<file path="config.mk">
export PLATFORM = sky130hd
export DESIGN_NAME = verificador_mux_flat
export DESIGN_NICKNAME = d
export VERILOG_FILES = /design/src/rtl/verif_pkg.sv /design/src/rtl/verificador_mux_if.sv /design/src/rtl/golden_mux_gates.sv /design/src/rtl/verificador_mux.sv /design/src/flat_wrapper.sv
export SDC_FILE = /design/constraint.sdc
export NUM_CORES = 1
export LEC_CHECK = 0
export ABC_AREA = 1
export BUFFER_PORTS_ARGS = -buffer_cell sky130_fd_sc_hd__buf_2
export CAP_MARGIN = 20
export CORE_MARGIN = 3
export CORE_UTILIZATION = 48
export CTS_CLUSTER_DIAMETER = 60
export DETAILED_ROUTE_END_ITERATION = 10
export PLACE_DENSITY = 0.76
export SLEW_MARGIN = 5
export SYNTH_ARGS = -nofsm -noshare
export SYNTH_HDL_FRONTEND = slang
export SYNTH_HIERARCHICAL = 1
export SYNTH_SLANG_ARGS = --single-unit
</file>
<file path="constraint.sdc">
create_clock -name clk -period 1.9 [get_ports clk]
set_input_delay 0.19 -clock clk [delete_from_list [all_inputs] [get_ports clk]]
set_output_delay 0.19 -clock clk [all_outputs]
set_load 0.02 [all_outputs]
</file>
<file path="src/rtl/verif_pkg.sv">
// Shared definitions for the verificador_mux response checker.
// - State encoding of the checker FSM (IDLE / ARM / RUN / DONE).
// - Bit positions of the per-output mismatch word.
// - bit_differs(): X/Z-aware comparison of one DUT response bit against its golden value.
package verif_pkg;

  localparam logic [1:0] S_IDLE = 2'd0;
  localparam logic [1:0] S_ARM  = 2'd1;
  localparam logic [1:0] S_RUN  = 2'd2;
  localparam logic [1:0] S_DONE = 2'd3;

  typedef enum logic [1:0] {
    StIdle = S_IDLE,
    StArm  = S_ARM,
    StRun  = S_RUN,
    StDone = S_DONE
  } state_e;

  localparam int unsigned MM_MUX  = 0;
  localparam int unsigned MM_NOT  = 1;
  localparam int unsigned MM_AND  = 2;
  localparam int unsigned MM_OR   = 3;
  localparam int unsigned MM_FLOP = 4;
  localparam int unsigned MM_W    = 5;

  // A bit only passes when both sides are a clean, equal 0 or 1, so X/Z on either the response
  // or on a stimulus feeding the golden value is reported as a mismatch. In hardware this
  // reduces to a plain XOR.
  function automatic logic bit_differs(logic act, logic exp);
    return !(((act === 1'b0) && (exp === 1'b0)) || ((act === 1'b1) && (exp === 1'b1)));
  endfunction

endpackage

</file>
<file path="src/rtl/verificador_mux_if.sv">
// Bus between the stimulus/DUT side of the bench and the verificador_mux checker.
// - master: bench side; drives start, sample_valid, the stimulus vector and the DUT responses,
//   reads back the checker results.
// - slave : checker side; the mirror image.
// Signals: start, sample_valid, dataInA, dataInB, dataIn0, dataIn1, selector (stimulus);
//          dataOut, outNot, outAnd, outOr, out_flop (DUT responses);
//          mismatch, vector_count, error_count, first_err_idx, first_err_mask, busy, done, pass
//          (checker results).
interface verificador_mux_if #(
  parameter int unsigned CNT_W = 8
) ();

  logic                        start;
  logic                        sample_valid;
  logic                        dataInA;
  logic                        dataInB;
  logic                        dataIn0;
  logic                        dataIn1;
  logic                        selector;
  logic                        dataOut;
  logic                        outNot;
  logic                        outAnd;
  logic                        outOr;
  logic                        out_flop;
  logic [verif_pkg::MM_W-1:0]  mismatch;
  logic [CNT_W-1:0]            vector_count;
  logic [CNT_W-1:0]            error_count;
  logic [CNT_W-1:0]            first_err_idx;
  logic [verif_pkg::MM_W-1:0]  first_err_mask;
  logic                        busy;
  logic                        done;
  logic                        pass;

  modport master (
    output start, sample_valid, dataInA, dataInB, dataIn0, dataIn1, selector,
    output dataOut, outNot, outAnd, outOr, out_flop,
    input  mismatch, vector_count, error_count, first_err_idx, first_err_mask, busy, done, pass
  );

  modport slave (
    input  start, sample_valid, dataInA, dataInB, dataIn0, dataIn1, selector,
    input  dataOut, outNot, outAnd, outOr, out_flop,
    output mismatch, vector_count, error_count, first_err_idx, first_err_mask, busy, done, pass
  );

endinterface

</file>
<file path="src/rtl/golden_mux_gates.sv">
// Golden reference for the mux/gates DUT.
// Ports:
//   clk, reset_L          - clock and synchronous active-low reset (clears prev_mux)
//   data_in_a_i/b_i       - gate operands
//   data_in_0_i/1_i       - mux data inputs
//   selector_i            - mux select
//   exp_mux_o ... exp_or_o - combinational expected responses
//   exp_flop_o            - mux result of the previous cycle
module golden_mux_gates (
  input  logic clk,
  input  logic reset_L,
  input  logic data_in_a_i,
  input  logic data_in_b_i,
  input  logic data_in_0_i,
  input  logic data_in_1_i,
  input  logic selector_i,
  output logic exp_mux_o,
  output logic exp_not_o,
  output logic exp_and_o,
  output logic exp_or_o,
  output logic exp_flop_o
);

  logic prev_mux_q;

  always_comb begin
    exp_mux_o = selector_i ? data_in_1_i : data_in_0_i;
    exp_not_o = ~data_in_a_i;
    exp_and_o = data_in_a_i & data_in_b_i;
    exp_or_o  = data_in_a_i | data_in_b_i;
  end

  // Registered every cycle, valid or not, just like the DUT's own flop.
  always_ff @(posedge clk) begin
    if (!reset_L) begin
      prev_mux_q <= 1'b0;
    end else begin
      prev_mux_q <= exp_mux_o;
    end
  end

  assign exp_flop_o = prev_mux_q;

endmodule

</file>
<file path="src/rtl/verificador_mux.sv">
// Response checker for the mux/gates DUT.
// Samples the stimulus vector and the DUT responses each cycle, compares them with the golden
// model, and counts vectors and failing vectors over a run of NUM_VECTORS valid vectors.
// Ports:
//   clk     - rising-edge clock
//   reset_L - synchronous active-low reset, overrides everything
//   bus     - slave side of verificador_mux_if (start, sample_valid, stimulus, DUT responses in;
//             mismatch, counters, first-error capture, busy/done/pass out)
// The interface instance must use the same CNT_W as this module.
module verificador_mux
  import verif_pkg::*;
#(
  parameter int unsigned NUM_VECTORS = 8,
  parameter int unsigned CNT_W       = 8
) (
  input logic              clk,
  input logic              reset_L,
  verificador_mux_if.slave bus
);

  // The vector counter must never wrap within a run.
  if (NUM_VECTORS == 0 || CNT_W == 0 || CNT_W > 31 ||
      NUM_VECTORS >= (32'd1 << CNT_W)) begin : g_param_check
    $error("verificador_mux: need 0 < NUM_VECTORS < 2**CNT_W and 0 < CNT_W < 32");
  end

  localparam logic [CNT_W-1:0] LastCount = CNT_W'(NUM_VECTORS);

  logic exp_mux, exp_not, exp_and, exp_or, exp_flop;

  golden_mux_gates u_golden (
    .clk         (clk),
    .reset_L     (reset_L),
    .data_in_a_i (bus.dataInA),
    .data_in_b_i (bus.dataInB),
    .data_in_0_i (bus.dataIn0),
    .data_in_1_i (bus.dataIn1),
    .selector_i  (bus.selector),
    .exp_mux_o   (exp_mux),
    .exp_not_o   (exp_not),
    .exp_and_o   (exp_and),
    .exp_or_o    (exp_or),
    .exp_flop_o  (exp_flop)
  );

  state_e            state_q, state_d;
  logic              prev_valid_q, prev_valid_d;
  logic [MM_W-1:0]   mm_q, mm_d;
  logic [CNT_W-1:0]  vec_q, vec_d;
  logic [CNT_W-1:0]  err_q, err_d;
  logic [CNT_W-1:0]  fidx_q, fidx_d;
  logic [MM_W-1:0]   fmask_q, fmask_d;
  logic              busy_q, done_q, pass_q;
  logic [MM_W-1:0]   mm_chk;

  // Per-output comparison of the current vector. The flop check needs a valid vector in the
  // previous cycle of the same run; otherwise the golden flop value is meaningless.
  always_comb begin
    mm_chk          = '0;
    mm_chk[MM_MUX]  = bit_differs(bus.dataOut, exp_mux);
    mm_chk[MM_NOT]  = bit_differs(bus.outNot,  exp_not);
    mm_chk[MM_AND]  = bit_differs(bus.outAnd,  exp_and);
    mm_chk[MM_OR]   = bit_differs(bus.outOr,   exp_or);
    mm_chk[MM_FLOP] = (state_q == StRun) && prev_valid_q && bit_differs(bus.out_flop, exp_flop);
  end

  always_comb begin
    state_d      = state_q;
    prev_valid_d = 1'b0;
    mm_d         = mm_q;
    vec_d        = vec_q;
    err_d        = err_q;
    fidx_d       = fidx_q;
    fmask_d      = fmask_q;

    unique case (state_q)
      StIdle, StDone: begin
        if (bus.start) begin
          state_d = StArm;
          vec_d   = '0;
          err_d   = '0;
          fidx_d  = '0;
          fmask_d = '0;
        end
      end

      StArm, StRun: begin
        prev_valid_d = bus.sample_valid;
        if (bus.sample_valid) begin
          mm_d  = mm_chk;
          vec_d = vec_q + 1'b1;
          if (|mm_chk) begin
            if (err_q != '1) begin
              err_d = err_q + 1'b1;
            end
            // Only the first failing vector of the run is captured.
            if (err_q == '0) begin
              fidx_d  = vec_q;
              fmask_d = mm_chk;
            end
          end
          state_d = (vec_d == LastCount) ? StDone : StRun;
        end else begin
          mm_d = '0;
        end
      end

      default: state_d = StIdle;
    endcase
  end

  always_ff @(posedge clk) begin
    if (!reset_L) begin
      state_q      <= StIdle;
      prev_valid_q <= 1'b0;
      mm_q         <= '0;
      vec_q        <= '0;
      err_q        <= '0;
      fidx_q       <= '0;
      fmask_q      <= '0;
      busy_q       <= 1'b0;
      done_q       <= 1'b0;
      pass_q       <= 1'b0;
    end else begin
      state_q      <= state_d;
      prev_valid_q <= prev_valid_d;
      mm_q         <= mm_d;
      vec_q        <= vec_d;
      err_q        <= err_d;
      fidx_q       <= fidx_d;
      fmask_q      <= fmask_d;
      busy_q       <= (state_d == StArm) || (state_d == StRun);
      done_q       <= (state_d == StDone);
      pass_q       <= (state_d == StDone) && (err_d == '0);
    end
  end

  assign bus.mismatch       = mm_q;
  assign bus.vector_count   = vec_q;
  assign bus.error_count    = err_q;
  assign bus.first_err_idx  = fidx_q;
  assign bus.first_err_mask = fmask_q;
  assign bus.busy           = busy_q;
  assign bus.done           = done_q;
  assign bus.pass           = pass_q;

endmodule

</file>
<file path="src/flat_wrapper.sv">
// flat-port wrapper written by rule: the top's interface ports become plain ports
module verificador_mux_flat import verif_pkg::*;
#(
  parameter int unsigned NUM_VECTORS = 8,
  parameter int unsigned CNT_W       = 8
)
  (clk, reset_L, bus_start, bus_sample_valid, bus_dataInA, bus_dataInB, bus_dataIn0, bus_dataIn1, bus_selector, bus_dataOut, bus_outNot, bus_outAnd, bus_outOr, bus_out_flop, bus_mismatch, bus_vector_count, bus_error_count, bus_first_err_idx, bus_first_err_mask, bus_busy, bus_done, bus_pass);
  verificador_mux_if #(.CNT_W(CNT_W)) bus_i ();
  input logic clk;
  input logic reset_L;
  input wire logic [$bits(bus_i.start)-1:0] bus_start;
  input wire logic [$bits(bus_i.sample_valid)-1:0] bus_sample_valid;
  input wire logic [$bits(bus_i.dataInA)-1:0] bus_dataInA;
  input wire logic [$bits(bus_i.dataInB)-1:0] bus_dataInB;
  input wire logic [$bits(bus_i.dataIn0)-1:0] bus_dataIn0;
  input wire logic [$bits(bus_i.dataIn1)-1:0] bus_dataIn1;
  input wire logic [$bits(bus_i.selector)-1:0] bus_selector;
  input wire logic [$bits(bus_i.dataOut)-1:0] bus_dataOut;
  input wire logic [$bits(bus_i.outNot)-1:0] bus_outNot;
  input wire logic [$bits(bus_i.outAnd)-1:0] bus_outAnd;
  input wire logic [$bits(bus_i.outOr)-1:0] bus_outOr;
  input wire logic [$bits(bus_i.out_flop)-1:0] bus_out_flop;
  output wire logic [$bits(bus_i.mismatch)-1:0] bus_mismatch;
  output wire logic [$bits(bus_i.vector_count)-1:0] bus_vector_count;
  output wire logic [$bits(bus_i.error_count)-1:0] bus_error_count;
  output wire logic [$bits(bus_i.first_err_idx)-1:0] bus_first_err_idx;
  output wire logic [$bits(bus_i.first_err_mask)-1:0] bus_first_err_mask;
  output wire logic [$bits(bus_i.busy)-1:0] bus_busy;
  output wire logic [$bits(bus_i.done)-1:0] bus_done;
  output wire logic [$bits(bus_i.pass)-1:0] bus_pass;
  assign bus_i.start = bus_start;
  assign bus_i.sample_valid = bus_sample_valid;
  assign bus_i.dataInA = bus_dataInA;
  assign bus_i.dataInB = bus_dataInB;
  assign bus_i.dataIn0 = bus_dataIn0;
  assign bus_i.dataIn1 = bus_dataIn1;
  assign bus_i.selector = bus_selector;
  assign bus_i.dataOut = bus_dataOut;
  assign bus_i.outNot = bus_outNot;
  assign bus_i.outAnd = bus_outAnd;
  assign bus_i.outOr = bus_outOr;
  assign bus_i.out_flop = bus_out_flop;
  assign bus_mismatch = bus_i.mismatch;
  assign bus_vector_count = bus_i.vector_count;
  assign bus_error_count = bus_i.error_count;
  assign bus_first_err_idx = bus_i.first_err_idx;
  assign bus_first_err_mask = bus_i.first_err_mask;
  assign bus_busy = bus_i.busy;
  assign bus_done = bus_i.done;
  assign bus_pass = bus_i.pass;
  verificador_mux #(.NUM_VECTORS(NUM_VECTORS), .CNT_W(CNT_W)) u_core (.clk(clk), .reset_L(reset_L), .bus(bus_i));
endmodule
</file>
==> impl_metrics.csv <==
group,metric,value,unit
status,run_status,"finished, final reports clean",
floorplanning,die_y,72.5,um
logic_synthesis,avgSynthCellArea,6.75,um2
logic_synthesis,yosys.area.top_type,"dfxtp_1",
global_route,grt_pass1_vias,1949,
clock_network,clock_latency,0.29,ns
logic_synthesis,synth-seq-area-share,0.387,
floorplanning,die_area,5250,um2
floorplanning,io_pins,51,
cells_and_area,nFillCells,376,
logic_synthesis,yosysTopAreaCellShare,0.387,
cells_and_area,multi_input_area,1150,um2
global_route,grt_pass1_wl,8420,um
clock_network,hold_buffers,0,
routing,routedWlPerCell,12.3,um
setup_path,cp_max_fo,6,
global_route,overflow,0,
routing,wl_met1,2440,um
setup_path,crit-reg2reg-launch,"u_core/bus.vector_count[0]$_SDFFE_PN0P_",
cells_and_area,final_net_count,398,
sta,period_share,0.995,
sta,tns,0,ns
sta,relSlewSlack,0.675,
sta,whs,0.193,ns
setup_path,start_kind,"flip-flop",
setup_path,end_kind,"flip-flop",
cells_and_area,fin_util,0.640,
sta,rsz0062_at_grt,"true",
sta,skew,0.0111,ns
power_and_ir_drop,powerDensity,983,nW/um2
flow_run,cap_violations,0,
routing,wl,5290,um
sta,hold_viol_final,0,
setup_path,startpoint,"u_core/bus.vector_count[0]$_SDFFE_PN0P_",
routing,drc,0,
logic_synthesis,synth_cells,314,
cells_and_area,finalNonFillerCells,429,
routing,wl_met2,2370,um
sta,period_needed,1.89,ns
global_route,grt_max_degree,15,
placed_design,dpl.hpwl,3880,um
floorplanning,die_x,72.5,um
power_and_ir_drop,power,2.61,mW
logic_synthesis,yosysWarnings,6,
logic_synthesis,synth_edf_count,0,
sta,clock.fmax,529,MHz
global_route,grt_antenna_before_repair,0,
power_and_ir_drop,leakage,1.30,nW
logic_synthesis,synth_cell_types,28,
routing,drt_first_iter_violations,133,
placed_design,gp_congestion,0.908,
logic_synthesis,synth_common_cells,"nand2_1, dfxtp_1, inv_1",
routing,dr_wl_met3,413,um
placed_design,numPortBuffers,50,
floorplanning,start_util,0.512,
cells_and_area,drive_gt1_frac,0.264,
cells_and_area,area_delta_synth_final,25.1,%
clock_network,cts_tree,"built",
setup_path,worstPathArrival,2.12,ns
routing,final_antenna_net_count,0,
setup_path,path_class,"reg2reg",
sta,setup_slack,0.0103,ns
clock_network,clkSinkCount,41,
worst_hold_path,hold_class,"in2reg",
setup_path,crit_required,2.13,ns
global_route,grt_use_total,0.202,
placed_design,placed_cell_area,2480,um2
placed_design,placed_cells,420,
power_and_ir_drop,peakVddDrop,0.814,mV
cells_and_area,fin_area,2650,um2
clock_network,cts_max_level,2,
logic_synthesis,yosysMostFrequentCell,"nand2_1",
logic_synthesis,yosys_most_used_dff,"dfxtp_1",
logic_synthesis,synth.area.top_cells,"dfxtp_1, nand2_1, a21oi_1",
logic_synthesis,ys_seq_elements,41,
routing,dr.pass1.iters,4,
placed_design,place_ws,-0.114,ns
cells_and_area,antenna_cells,0,
cells_and_area,seqCellArea,830,um2
floorplanning,rows,23,
floorplanning,core_area,4140,um2
worst_hold_path,hold_start,"reset_L",
clock_network,root_buffer,"clkbuf_8",
clock_network,cts_buffer_depth,2,
logic_synthesis,netlist_area,2120,um2
routing,vias,2142,
logic_synthesis,synthesis.nets,333,
clock_network,path_clk_slew,0.08,ns
routing,via_per_inst,4.99,
sta,tightest_slew,0.486,ns
sta,drv_slew,0,
clock_network,cts_buffers,5,
logic_synthesis,async_flop_share,0,
routing,highest_layer,"met4",
sta,setup_viol,0,
-- where the power goes --
group / internal [mW] / switching, mW
Sequential: 0.949 / 0.0624
Clock: 0.254 / 0.294
Combinational: 0.379 / 0.670
-- area by class of cell --
cell class | count | area share
clock buffers | 6 | 0.0273
well taps | 50 | 0.0236
inverters | 40 | 0.0575
clock inverters | 1 | 0.00330
flip-flops and latches | 41 | 0.313
repair buffers | 67 | 0.142
multi-input cells | 224 | 0.433
-- critical path: stages, from the launching register on --
cell     delay (ns)
dfxtp_4        0.40
ha_4           0.16
nand3_2        0.09
xor2_1         0.15
inv_1          0.07
nor2_1         0.10
nand4_1        0.11
nand2_1        0.07
nand2_1        0.06
inv_1          0.06
ha_1           0.13
nand2_1        0.04
inv_1          0.06
nand2_1        0.06
a21oi_2        0.10
nand2_1        0.07
nor2_1         0.10
-- worst paths after layout --
path              slack [ns]  cells after the start                                       end
setup / recovery        0.01                     16                u_core/bus.pass$_SDFF_PN0_
hold / removal          0.19                      3                u_core/bus.busy$_SDFF_PN0_
setup reg to reg        0.01                     16                u_core/bus.pass$_SDFF_PN0_
hold reg to reg         0.46                      2  u_core/bus.first_err_idx[6]$_SDFFE_PN0P_
-- cell families (layout without fill, tap and decap cells) --
logic type,Yosys count,after routing,synth area share
buf+inv,49,114,0.102
compound gates,42,42,0.112
simple gates,173,173,0.353
flops,41,41,0.387
fa+ha+maj,5,5,0.0295
xor+xnor,4,4,0.0165
-- state kept, by name, indices dropped and copies added, names as in the netlist --
| register | flops |
|---|---|
| u_core/bus.busy | 1 |
| u_core/bus.done | 1 |
| u_core/bus.error_count | 8 |
| u_core/bus.first_err_idx | 8 |
| u_core/bus.first_err_mask | 5 |
| u_core/bus.mismatch | 5 |
| u_core/bus.pass | 1 |
| u_core/bus.vector_count | 8 |
| u_core/prev_valid_q | 1 |
| u_core/state_q | 2 |
| u_core/u_golden/exp_flop_o | 1 |
-- repair_timing --
item / CTS / global route
setup buffers: 0 / 2
pin swaps: 0 / 1
setup endpoints to repair: 1 / 19
resized for setup: 7 / 10
-- cells in the final DEF, fill, tap and decap left out, types with 2 or more instances in the layout --
cell type	synthesis	routed
dfxtp_4	0	2
nand2_2	3	3
clkbuf_8	0	5
xnor2_1	3	2
nand3_2	2	4
buf_4	2	17
nor2_1	31	30
buf_2	0	50
nand2_1	105	105
o21ai_0	6	6
inv_1	38	38
dfxtp_1	41	38
nor2_2	3	3
a21oi_1	33	33
nand3_1	12	9
a21oi_4	2	2
ha_1	5	3
nor3_1	5	4
nand4_1	7	7
-- metal layers --
layer | global-route usage | vias to the layer above
met5 | 0 | -
met4 | 0.0697 | 0
met3 | 0.0443 | 7
met2 | 0.338 | 72
met1 | 0.256 | 949
li1 | - | 1114
No activity file was read; power rests on OpenSTA's default activity.
